## config.mk

```make
export PLATFORM = sky130hd
export DESIGN_NAME = fifo_sync_fwft
export DESIGN_NICKNAME = d
export VERILOG_FILES = /design/src/rtl/fifo_sync_fwft.sv
export SDC_FILE = /design/constraint.sdc
export NUM_CORES = 1
export LEC_CHECK = 0
export ABC_AREA = 1
export BUFFER_PORTS_ARGS = -buffer_cell sky130_fd_sc_hd__buf_2
export CAP_MARGIN = 20
export CORE_MARGIN = 2
export CORE_UTILIZATION = 60
export CTS_CLUSTER_DIAMETER = 40
export DETAILED_ROUTE_END_ITERATION = 6
export PLACE_DENSITY_LB_ADDON = 0.05
export SYNTH_ARGS = -nofsm -noshare
export SYNTH_HDL_FRONTEND = slang
export SYNTH_SLANG_ARGS = --single-unit
export TNS_END_PERCENT = 20
```

## constraint.sdc

```tcl
create_clock -name clk -period 4.2 [get_ports clk]
set_input_delay 0.21 -clock clk [delete_from_list [all_inputs] [get_ports clk]]
set_output_delay 0.21 -clock clk [all_outputs]
set_load 0.1 [all_outputs]
```

## src/rtl/fifo_sync_fwft.sv

```systemverilog
// fifo_sync_fwft: single-clock first-word-fall-through FIFO with occupancy
// count, almost-full/almost-empty flags and synchronous flush.
// Define FIFO_ERR_EN to build the sticky overflow/underflow flags.
module fifo_sync_fwft #(
    parameter int DATA_WIDTH = 32,
    parameter int ADDR_WIDTH = 3,
    parameter int AFULL_LVL  = (1 << ADDR_WIDTH) - 2,
    parameter int AEMPTY_LVL = 1
) (
    input  logic                  clk,
    input  logic                  rst,
    input  logic                  flush,
    input  logic                  wr_en,
    input  logic [DATA_WIDTH-1:0] data_in,
    input  logic                  rd_en,
    output logic [DATA_WIDTH-1:0] data_out,
    output logic                  full,
    output logic                  empty,
    output logic                  almost_full,
    output logic                  almost_empty,
    output logic [ADDR_WIDTH:0]   count,
    output logic                  overflow,
    output logic                  underflow
);

    localparam int DEPTH = 1 << ADDR_WIDTH;
    localparam logic [ADDR_WIDTH:0] DEPTH_C  = (ADDR_WIDTH+1)'(DEPTH);
    localparam logic [ADDR_WIDTH:0] AFULL_C  = (ADDR_WIDTH+1)'(AFULL_LVL);
    localparam logic [ADDR_WIDTH:0] AEMPTY_C = (ADDR_WIDTH+1)'(AEMPTY_LVL);
    localparam logic [ADDR_WIDTH-1:0] PTR_ONE = (ADDR_WIDTH)'(1);
    localparam logic [ADDR_WIDTH:0]   CNT_ONE = (ADDR_WIDTH+1)'(1);

    logic [DATA_WIDTH-1:0] mem_q [DEPTH];
    logic [ADDR_WIDTH-1:0] wr_ptr_q, wr_ptr_d;
    logic [ADDR_WIDTH-1:0] rd_ptr_q, rd_ptr_d;
    logic [ADDR_WIDTH:0]   count_q, count_d;
    logic                  rd_acc;
    logic                  wr_acc;

    assign empty        = (count_q == '0);
    assign full         = (count_q == DEPTH_C);
    assign almost_full  = (count_q >= AFULL_C);
    assign almost_empty = (count_q <= AEMPTY_C);
    assign count        = count_q;

    // A write into a full FIFO is only safe when the head leaves this cycle.
    assign rd_acc = rd_en && !empty;
    assign wr_acc = wr_en && (!full || rd_acc);

    // Head word falls through; masked to zero so stale storage never leaks.
    assign data_out = empty ? '0 : mem_q[rd_ptr_q];

    // Next-state for pointers and occupancy; flush overrides both requests.
    always_comb begin
        wr_ptr_d = wr_ptr_q;
        rd_ptr_d = rd_ptr_q;
        count_d  = count_q;
        if (flush) begin
            wr_ptr_d = '0;
            rd_ptr_d = '0;
            count_d  = '0;
        end else begin
            if (wr_acc) wr_ptr_d = wr_ptr_q + PTR_ONE;
            if (rd_acc) rd_ptr_d = rd_ptr_q + PTR_ONE;
            if (wr_acc && !rd_acc) count_d = count_q + CNT_ONE;
            if (rd_acc && !wr_acc) count_d = count_q - CNT_ONE;
        end
    end

    // Pointer and occupancy registers.
    always_ff @(posedge clk or posedge rst) begin
        if (rst) begin
            wr_ptr_q <= '0;
            rd_ptr_q <= '0;
            count_q  <= '0;
        end else begin
            wr_ptr_q <= wr_ptr_d;
            rd_ptr_q <= rd_ptr_d;
            count_q  <= count_d;
        end
    end

    // Storage array is deliberately left unreset.
    always_ff @(posedge clk) begin
        if (wr_acc && !flush) begin
            mem_q[wr_ptr_q] <= data_in;
        end
    end

`ifdef FIFO_ERR_EN
    logic overflow_q, overflow_d;
    logic underflow_q, underflow_d;

    // Sticky error flags; flush wins over a same-cycle set.
    always_comb begin
        overflow_d  = overflow_q | (wr_en && !wr_acc);
        underflow_d = underflow_q | (rd_en && empty);
        if (flush) begin
            overflow_d  = 1'b0;
            underflow_d = 1'b0;
        end
    end

    // Error flag registers.
    always_ff @(posedge clk or posedge rst) begin
        if (rst) begin
            overflow_q  <= 1'b0;
            underflow_q <= 1'b0;
        end else begin
            overflow_q  <= overflow_d;
            underflow_q <= underflow_d;
        end
    end

    assign overflow  = overflow_q;
    assign underflow = underflow_q;
`else
    assign overflow  = 1'b0;
    assign underflow = 1'b0;
`endif

endmodule

```

==> summary.md <==
| Metric | Value |
|---|---|
| Status | finished, final reports clean |
| Vias in the first global route | 7,106 |
| Clock Latency Late Sink | 510 ps |
| Min Tclk post-route | 3500 ps |
| Multi-input logic area | 0.00256 sq mm |
| Register area | 0.00794 sq mm |
| WL/cell | 19.5 um |
| Residual DRC count | 0 |
| Setup Fix Bufs, Post-CTS | 0 |
| Root buffer cell | clkbuf_16 |
| Post-synth EDFFs | between 200 and 300 |
| Remaining global-route overflow | 0 |
| GRT Total Usage | 25.6% |
| Post-CTS Resized | 0 |
| Clock slew at reported path FFs | 50 ps |
| Crit path top cell by count | nor2_1 |
| Post-synth ARST share | about 3.8% |
| Largest net degree at the start of global routing | 97 |
| Crit path launch | rd_ptr_q[0] |
| Initial core utilization | 60.8% |
| Area Overhead vs Synth | 19.3% |
| Maxcap violations | 0 |
| Via/cell ratio | 5.87 |
| Worst setup margin | between 700 and 800 ps |
| Worst min path class | input port to flop |
| Most frequent cells after synthesis | 256 x edfxtp_1, 242 x nor2_1, 115 x o21ai_0 |
| Pleak | 4.72 nW |
| First-pass iteration count of the detailed router | 5 |
| Total power | approximately 9.6 mW |
| Share of layout cells above drive strength 1 | 17.1% |
| Slowest Stage Delay on Critical Path | approximately 830 ps |
| Setup total negative slack | 0 ps |
| CTS tree | built |
| Peak Freq | ~290 MHz |
| Die width | 138 um |
| Worst Setup Path Type | flop to output port |
| Synth Flop Type | edfxtp_1 |
| DRT iter0 DRCs | 621 |
| Post-DRT Antenna Nets | 0 |
| IO Count | 79 |
| Final setup violation count | 0 |
| Pwr dens | ~740 mW/mm^2 |
| Std cell rows | 49 |
| I/O Buffers | 76 |
| Die Y | 138 um |
| Fin. max-slew vios | 0 |
| Final Skew | approximately 14 ps |
| Fin nets | 1,023 |
| Yosys top cell by area | edfxtp_1 |
| Worst-Margin Slew | 1050 ps |
| Num CTS Buffers | 37 |
| Top-area cell type share of the netlist area | 70.9% |
| Total die area | 0.0192 sq mm |
| Clock Path Buffers | 3 |
| Worst Setup End Kind | output port |
| Top-count cell post-synth | edfxtp_1 |
| Met2 GRT Util | 43.1% |
| Worst path cell trace | buf_4, o21ai_0, o22ai_1, nor2_1, nor2_1, buf_2 |
| RSZ-0062 raised after global routing | false |
| Post-synthesis sequential area ratio | 73.2% |
| Met1 Usage GRT | 34.4% |
| # H-tree levels | 2 |
| Hold_sp | flush |
| Synthesis-stage register bit count | about 270 |
| Antenna Cells | 0 |
| Fill count | 1,191 |
| Layer with the highest usage | met2 |
| Maximum VDD drop | 0.000990 V |
| Worst r2r src | count[0] |
| RePlAce Congestion | 0.859 |
| CTS Sinks | 266 |
| Slew HR | 29.9% |
| Critical path peak fanout | 96 |
| Post-layout util | 72.5% |
| Place WS | 1340 ps |
| YS warnings | 0 |
| Layout Cells excl Fill | ~1,200 |
| Synthesized area | 0.0108 sq mm |
| WP data required | 3990 ps |
| Crit-path slowest cell | buf_4 |
| Initial antenna violation count | 0 |
| Tcrit/Tclk final | 83.3% |
| Syn avg cell area | approximately 12 sq um |
| CP Launch Type | flop |
| Ranking of synthesized cells by area | edfxtp_1 71%, nor2_1 8.4%, o21ai_0 5.3%, dfrtp_1 2.3%, o211ai_1 2.2% |
| First-pass GRT wire length | about 39,000 um |
| M3 GR Usage | 5.20% |
| Hpwl dp | 12,500 um |
| Mapped Cells | 869 |
| Routed via count | 7,255 |
| Total core area | 0.0178 sq mm |
| Distinct cells, synth | 28 |
| Placed Cells | 1,137 |
| Crit path DAT | roughly 3300 ps |
| WL final | 24,100 um |
| Hold Vio Cnt, Final | 0 |
-- sequential cells by signal, indices dropped and copies added, names as in the netlist --
| register | flops |
|---|---|
| count | 4 |
| mem_q | 256 |
| rd_ptr_q | 3 |
| wr_ptr_q | 3 |
-- stage by stage --
step / instance area [sq um] / hold slack (ps)
after floorplan: 10800 / 50.2
after global placement: 11400 / 214
after detailed placement: 11400 / 204
after CTS: 12900 / 28.2
after global routing: 12900 / 83.3
final: 12900 / 49.5
-- worst paths after layout --
check	to	slack (ps)	depth (start not counted)
worst min-delay path	wr_ptr_q[1]	50	4
worst max register to register	mem_q[7][26]	1340	8
worst max-delay path	data_out[13]	700	6
worst min register to register	wr_ptr_q[0]	590	2
min in group asynchronous	count[0]	220	3
max in group asynchronous	rd_ptr_q[0]	3670	3
-- worst max-delay path: cells and delay by family (launching register included) --
kind	cells	cell delay, ps
compound gates	2	500
buf+inv	2	1290
flops	1	650
simple gates	2	290
-- cells by family after synthesis --
kind of cell / count (synthesis) / share of synthesized area, %
fa+ha+maj: 6 / 0.693
simple gates: 321 / 11.7
flops: 266 / 73.2
xor+xnor: 4 / 0.323
buf+inv: 72 / 3.72
compound gates: 199 / 10.3
other cells: 1 / 0.0346
-- repair_timing --
| item | CTS | global route |
|---|---|---|
| setup endpoints to repair | 0 | 0 |
| endpoints found under the hold margin | 265 | 0 |
| hold buffers | 33 | 0 |
-- placed cells by master (no fill, tap or decap), types with 3 or more instances in the layout --
cell             n
clkinv_2         4
nor2_1         234
edfxtp_1       256
dfrtp_1          7
nand3_2          3
nand2_1         56
o22ai_1         32
clkinv_1         6
bufinv_16        4
clkinv_4         4
o211ai_1        32
o21ai_1         18
nand3_1         14
inv_6            6
o21ai_0        115
buf_2           76
dlygate4sd3_1   33
inv_1           14
nor2_4           9
clkbuf_16       37
ha_1             6
xor2_1           3
buf_4           16
-- power breakdown --
part           internal [mW]  leakage (nW)  switching, mW  total, mW
combinational          0.596          1.69           2.88       3.47
clock                   1.88         0.586           1.13       3.01
sequential              3.01          2.44          0.125       3.14
total                   5.49          4.72           4.13       9.62
-- routing by layer --
layer / vias to the layer above / wire [um]
met4: 0 / 622
li1: 3350 / -
met1: 3566 / 10000
met5: - / 0
met3: 59 / 1550
met2: 280 / 11900
-- area by class of cell --
| cell class | instances | area share [%] |
|---|---|---|
| flip-flops and latches | 266 | 61.4 |
| inverters | 16 | 0.474 |
| repair buffers | 127 | 6.74 |
| clock inverters | 26 | 2.10 |
| multi-input cells | 532 | 19.8 |
| well taps | 229 | 2.22 |
| clock buffers | 39 | 7.22 |
No activity file was read; power rests on OpenSTA's default activity.
